$ cat src/rtl/muldiv_seq_if.sv
// Handshake bundle between the main control FSM and the multiply/divide sequencer.
// The master side is the control FSM, and the slave side is the sequencer.
interface muldiv_seq_if;
    logic start;
    logic op_div;
    logic src_mem;
    logic abort;
    logic zero_div_in;
    logic resetlocal;
    logic sel_mem;
    logic sel_div;
    logic hi_load;
    logic lo_load;
    logic busy;
    logic done;
    logic div_zero;

    modport master (
        output start, op_div, src_mem, abort, zero_div_in,
        input  resetlocal, sel_mem, sel_div, hi_load, lo_load, busy, done, div_zero
    );

    modport slave (
        input  start, op_div, src_mem, abort, zero_div_in,
        output resetlocal, sel_mem, sel_div, hi_load, lo_load, busy, done, div_zero
    );
endinterface

$ cat src/rtl/muldiv_seq.sv
// Sequencer for the shared Mult/Div units: clear, counted run, divide-by-zero check, Hi/Lo write.
// Every output is either a register or a decode of the state register.
module muldiv_seq #(
    parameter int unsigned MULT_CYCLES = 32,
    parameter int unsigned DIV_CYCLES  = 32,
    parameter int unsigned CNT_W       = 6
) (
    input  logic        clk,
    input  logic        reset,
    muldiv_seq_if.slave bus
);
    typedef enum logic [2:0] {
        StIdle,
        StClear,
        StRun,
        StWrite,
        StDone,
        StErr
    } state_e;

    localparam logic [CNT_W-1:0] MultLoad = CNT_W'(MULT_CYCLES - 1);
    localparam logic [CNT_W-1:0] DivLoad  = CNT_W'(DIV_CYCLES - 1);

    state_e           state_q, state_d;
    logic [CNT_W-1:0] cnt_q, cnt_d;
    logic             sel_mem_q, sel_mem_d;
    logic             sel_div_q, sel_div_d;
    logic [CNT_W-1:0] run_load;
    logic             first_run;

    assign run_load  = sel_div_q ? DivLoad : MultLoad;
    // The counter only moves down from run_load, so equality marks the first RUN cycle.
    assign first_run = (cnt_q == run_load);

    always_comb begin
        state_d   = state_q;
        cnt_d     = cnt_q;
        sel_mem_d = sel_mem_q;
        sel_div_d = sel_div_q;
        unique case (state_q)
            StIdle: begin
                if (bus.start) begin
                    sel_div_d = bus.op_div;
                    sel_mem_d = bus.src_mem;
                    state_d   = StClear;
                end
            end
            StClear: begin
                cnt_d   = run_load;
                state_d = StRun;
            end
            StRun: begin
                if (cnt_q != '0) begin
                    cnt_d = cnt_q - CNT_W'(1);
                end
                if (first_run && sel_div_q && bus.zero_div_in) begin
                    state_d = StErr;
                end else if (cnt_q == '0) begin
                    state_d = StWrite;
                end
            end
            StWrite: state_d = StDone;
            StDone:  state_d = StIdle;
            StErr:   state_d = StIdle;
            default: state_d = StIdle;
        endcase
        // Abort overrides every transition, so no pending write or status pulse survives it.
        if (bus.abort && (state_q != StIdle)) begin
            state_d = StIdle;
        end
        if (state_d == StIdle) begin
            cnt_d = '0;
        end
    end

    always_ff @(posedge clk or negedge reset) begin
        if (!reset) begin
            state_q   <= StIdle;
            cnt_q     <= '0;
            sel_mem_q <= 1'b0;
            sel_div_q <= 1'b0;
        end else begin
            state_q   <= state_d;
            cnt_q     <= cnt_d;
            sel_mem_q <= sel_mem_d;
            sel_div_q <= sel_div_d;
        end
    end

    assign bus.resetlocal = (state_q == StClear);
    assign bus.sel_mem    = sel_mem_q;
    assign bus.sel_div    = sel_div_q;
    assign bus.hi_load    = (state_q == StWrite);
    assign bus.lo_load    = (state_q == StWrite);
    assign bus.busy       = (state_q != StIdle);
    assign bus.done       = (state_q == StDone);
    assign bus.div_zero   = (state_q == StErr);
endmodule

$ cat src/flat_wrapper.sv
// flat-port wrapper written by rule: the top's interface ports become plain ports
module muldiv_seq_flat 
#(
    parameter int unsigned MULT_CYCLES = 32,
    parameter int unsigned DIV_CYCLES  = 32,
    parameter int unsigned CNT_W       = 6
)
  (clk, reset, bus_start, bus_op_div, bus_src_mem, bus_abort, bus_zero_div_in, bus_resetlocal, bus_sel_mem, bus_sel_div, bus_hi_load, bus_lo_load, bus_busy, bus_done, bus_div_zero);
  muldiv_seq_if bus_i ();
  input  logic clk;
  input  logic reset;
  input wire logic [$bits(bus_i.start)-1:0] bus_start;
  input wire logic [$bits(bus_i.op_div)-1:0] bus_op_div;
  input wire logic [$bits(bus_i.src_mem)-1:0] bus_src_mem;
  input wire logic [$bits(bus_i.abort)-1:0] bus_abort;
  input wire logic [$bits(bus_i.zero_div_in)-1:0] bus_zero_div_in;
  output wire logic [$bits(bus_i.resetlocal)-1:0] bus_resetlocal;
  output wire logic [$bits(bus_i.sel_mem)-1:0] bus_sel_mem;
  output wire logic [$bits(bus_i.sel_div)-1:0] bus_sel_div;
  output wire logic [$bits(bus_i.hi_load)-1:0] bus_hi_load;
  output wire logic [$bits(bus_i.lo_load)-1:0] bus_lo_load;
  output wire logic [$bits(bus_i.busy)-1:0] bus_busy;
  output wire logic [$bits(bus_i.done)-1:0] bus_done;
  output wire logic [$bits(bus_i.div_zero)-1:0] bus_div_zero;
  assign bus_i.start = bus_start;
  assign bus_i.op_div = bus_op_div;
  assign bus_i.src_mem = bus_src_mem;
  assign bus_i.abort = bus_abort;
  assign bus_i.zero_div_in = bus_zero_div_in;
  assign bus_resetlocal = bus_i.resetlocal;
  assign bus_sel_mem = bus_i.sel_mem;
  assign bus_sel_div = bus_i.sel_div;
  assign bus_hi_load = bus_i.hi_load;
  assign bus_lo_load = bus_i.lo_load;
  assign bus_busy = bus_i.busy;
  assign bus_done = bus_i.done;
  assign bus_div_zero = bus_i.div_zero;
  muldiv_seq #(.MULT_CYCLES(MULT_CYCLES), .DIV_CYCLES(DIV_CYCLES), .CNT_W(CNT_W)) u_core (.clk(clk), .reset(reset), .bus(bus_i));
endmodule
$ cat config.mk
export PLATFORM = sky130hd
export DESIGN_NAME = muldiv_seq_flat
export DESIGN_NICKNAME = d
export VERILOG_FILES = /design/src/rtl/muldiv_seq_if.sv /design/src/rtl/muldiv_seq.sv /design/src/flat_wrapper.sv
export SDC_FILE = /design/constraint.sdc
export NUM_CORES = 1
export LEC_CHECK = 0
export ABC_AREA = 1
export BUFFER_PORTS_ARGS = -buffer_cell sky130_fd_sc_hd__buf_2
export CORE_MARGIN = 2
export CORE_UTILIZATION = 57
export CTS_CLUSTER_DIAMETER = 120
export DETAILED_ROUTE_END_ITERATION = 8
export PLACE_DENSITY = 0.92
export REMOVE_ABC_BUFFERS = 1
export SYNTH_ARGS = -nofsm -noshare
export SYNTH_HDL_FRONTEND = slang
export SYNTH_SLANG_ARGS = --single-unit
$ cat constraint.sdc
create_clock -name clk -period 3.05 [get_ports clk]
set_input_delay 0.305 -clock clk [delete_from_list [all_inputs] [get_ports clk]]
set_output_delay 0.305 -clock clk [all_outputs]
set_load 0.02 [all_outputs]
==> flow_summary.json <==
{
  "die_w_um": 41.1,
  "path_max_fanout": 8,
  "yosysUniqueCellTypes": 25,
  "layout.nets": 131,
  "synth-compound-area-share_pct": 8.95,
  "cts-htree-levels": 1,
  "top_cell_type_by_total_area_after_synthesis": "sky130_fd_sc_hd__dfrtp_1",
  "synthFlopType": "sky130_fd_sc_hd__dfrtp_1",
  "critical_path_arrival_ns": 1.77,
  "timing.critical_path.depth": 11,
  "globalplace.congestion": 0.852,
  "worst_r2r_path_depth": 11,
  "n_fill_cell": 97,
  "iteration_count_of_the_initial_detailed_routing_pass": 4,
  "final_hold_vio_count": 0,
  "yosysWarningCount": 0,
  "clock-sinks": 11,
  "area_delta_synth_final_pct": 15.0,
  "synth_commonest_cells": "sky130_fd_sc_hd__nand2_1, sky130_fd_sc_hd__inv_1, sky130_fd_sc_hd__dfrtp_1, sky130_fd_sc_hd__nor2_1, sky130_fd_sc_hd__a21oi_1",
  "drt_drc_violations_left": 0,
  "seq_area_frac_synth_pct": 35.1,
  "n_antenna_cell": 0,
  "outcome": "finished clean",
  "hpwl_after_dpl_um": 1370,
  "initial_utilization_pct": 61.0,
  "multiInputGateArea_um2": 433,
  "number_of_drc_violations_after_detailed_routing_iteration_0": 22,
  "synth_top_area_share_pct": 35.1,
  "power_per_cell_area_mw_per_mm2": 979,
  "core_area_mm2": 0.00128,
  "avgSynthCellArea_um2": 7.60,
  "finalSetupViolCount": 0,
  "worst_setup_path_start_kind": "flop",
  "worst-path-buf-inv": 3,
  "post_synthesis_async_set_or_reset_flop_share_pct": 100,
  "timing.clock.skew_ns": 0.00117,
  "cts_setup_buffers": 0,
  "synth-seq-cells": 11,
  "fin_setup_tns_ns": 0,
  "die_height_um": 41.1,
  "placement_rows": 13,
  "grt_pass1_wl_um": 2690,
  "worstPathCellList": "inv_1 > ha_1 > nand2_1 > nor2_2 > nand2_4 > nand2_8 > inv_2 > nand2_1 > nand2_1 > nand2_1 > inv_1",
  "grt_antenna_before_repair": 0,
  "die-area_mm2": 0.00169,
  "holdCritPathClass": "input pin to flop",
  "cts_tree": "built",
  "via_per_inst": 5.18,
  "worstSkewPairLatency_ns": 0.26,
  "worst_pin_slew_ns": 0.334,
  "timing.critical_path.slowest_stage_cell": "sky130_fd_sc_hd__dfrtp_1",
  "main_combinational_cell_family_by_area_after_synthesis": "simple AND/OR/NAND/NOR gates",
  "wl_per_cell_um": 12.3,
  "cellLeakagePower_uw": 0.000507,
  "fmaxAchievable_mhz": 619,
  "max_cap_violations": 0,
  "synth-edff-count": 0,
  "seqCellArea_um2": 275,
  "slew_limit_headroom_pct": 77.7,
  "cts_root_buf": "sky130_fd_sc_hd__clkbuf_4",
  "ys_top_cells_by_area": "sky130_fd_sc_hd__dfrtp_1, sky130_fd_sc_hd__nand2_1, sky130_fd_sc_hd__inv_1",
  "worst_setup_path_class": "flop to flop",
  "slew_violations": 0,
  "numCtsBuffers": 3,
  "crit_family": "simple AND/OR/NAND/NOR gates",
  "grt_setup_unrepaired": "false",
  "grt_overflow_total": 0,
  "vias": 704,
  "final_antenna_net_count": 0,
  "synth.area.mux_share_pct": 2.88,
  "synth_fa_ha_area_share_pct": 3.19,
  "min_delay_path_depth": 2,
  "post_synth_and_or_nand_nor_area_fraction_pct": 39.1,
  "grt_util_all_layers_pct": 25.1,
  "min_period_over_period_pct": 53.0,
  "synthesis.instances": 103,
  "drive_gt1_share_pct": 28.1,
  "required_time_at_the_endpoint_of_the_critical_path_ns": 3.20,
  "grt_start_max_net_pins": 12,
  "route.final.wire_length_um": 1680,
  "io_buffer_count": 14,
  "critical-path-max-stage-delay_ns": 0.42,
  "worst_vdd_ir_mv": 0.580,
  "critical-path-top-cell-by-count": "sky130_fd_sc_hd__nand2_1",
  "synth.most_common_cell": "sky130_fd_sc_hd__nand2_1",
  "utilization_pct": 70.1,
  "critPathCaptureType": "flop",
  "io_pins": 15,
  "number_of_global_route_vias_before_repair": 649,
  "post_synth_xor_area_fraction_pct": 1.12,
  "cts.reportedPaths.clkPinSlew_ns": 0.06,
  "final.min_clock_period_ns": 1.62,
  "cts_buffer_depth": 2,
  "netlist_area_um2": 783
}
[cells in the final DEF (no fill, tap or decap), types with 2 or more instances in the layout]
| cell type | instances |
|---|---|
| sky130_fd_sc_hd__inv_1 | 15 |
| sky130_fd_sc_hd__nand2_2 | 2 |
| sky130_fd_sc_hd__buf_2 | 14 |
| sky130_fd_sc_hd__nand2_1 | 24 |
| sky130_fd_sc_hd__nand2_4 | 3 |
| sky130_fd_sc_hd__nor2_1 | 11 |
| sky130_fd_sc_hd__clkbuf_4 | 3 |
| sky130_fd_sc_hd__dfrtp_1 | 11 |
| sky130_fd_sc_hd__nand3_1 | 5 |
| sky130_fd_sc_hd__a21oi_1 | 7 |
| sky130_fd_sc_hd__inv_2 | 3 |
| sky130_fd_sc_hd__nand3_2 | 2 |
| sky130_fd_sc_hd__o21ai_0 | 3 |
| sky130_fd_sc_hd__nor3_1 | 2 |
| sky130_fd_sc_hd__mux2_2 | 2 |
| sky130_fd_sc_hd__ha_1 | 2 |
[where the power goes]
part           leakage, µW  switching [µW]  internal (µW)
logic             0.000348             343            193
registers         0.000144            60.0            193
clock network    0.0000150            42.8           50.5
total             0.000507             446            436
[flip-flops by register name (all words and copies together), names as in the netlist]
name,count
u_core.bus.sel_div,1
u_core.state_q,3
u_core.bus.sel_mem,1
u_core.cnt_q,6
[worst register-to-register path: cells and delay by family, from the launching register on]
| kind | cells | cell delay, ns |
|---|---|---|
| flip-flops | 1 | 0.42 |
| adder cells (fa/ha/maj) | 1 | 0.20 |
| buffers and inverters | 3 | 0.22 |
| AND/OR/NAND/NOR | 7 | 0.68 |
[cell families (layout without fill, tap and decap cells)]
kind of cell,count (synthesis),in the layout
AND/OR/NAND/NOR,55,55
buffers and inverters,19,37
AO/OA/AOI/OAI,13,13
flip-flops,11,11
adder cells (fa/ha/maj),2,2
multiplexers,2,2
XOR/XNOR,1,1
[final timing paths]
check	startpoint	end	slack [ns]
worst max-delay path	u_core.cnt_q[0]	u_core.cnt_q[3]	1.43
worst min-delay path	bus_abort	u_core.state_q[1]	0.26
worst max register to register	u_core.cnt_q[0]	u_core.cnt_q[3]	1.43
worst min register to register	u_core.bus.sel_mem	u_core.bus.sel_mem	0.51
max in group asynchronous	reset	u_core.cnt_q[3]	2.42
min in group asynchronous	reset	u_core.state_q[1]	0.43
[per-stage QoR]
stage / std cells / worst slack [ns] / instance area, µm² / power, µW / hold slack, ns
final: 136 / 1.43 / 901 / 882 / 0.256
after global routing: 136 / 1.34 / 901 / 962 / 0.242
after CTS: 136 / 1.46 / 901 / 882 / 0.247
after detailed placement: 131 / 1.47 / 865 / 783 / 0.179
after global placement: 131 / 1.60 / 865 / 755 / 0.179
after floorplan: 102 / 1.65 / 776 / 663 / 0.00941
[layout make-up]
type	instances	share of cell area, %
Clock buffer	4	2.92
Tap cell	15	2.08
Multi-Input combinational cell	73	48.1
Inverter	18	7.50
Sequential cell	11	30.6
Timing Repair Buffer	15	8.89
[metal layers]
layer  part of all wire (%)  track usage [%]  vias up  wire, µm
li1                       -                -      362         -
met1                     43             30.6      319       722
met2                     53             41.4       21       884
met3                    3.5             4.89        2        59
met4                   0.66             12.5        0        11
met5                      0                0        -         0
[repair_timing]
item / 4_1_cts / 5_1_grt
endpoints found under the setup margin: 0 / 0
hold endpoints to repair: 11 / 0
hold buffers: 1 / 0
resized for setup: 0 / 0
Note: power is estimated with default switching activity, not from simulation.
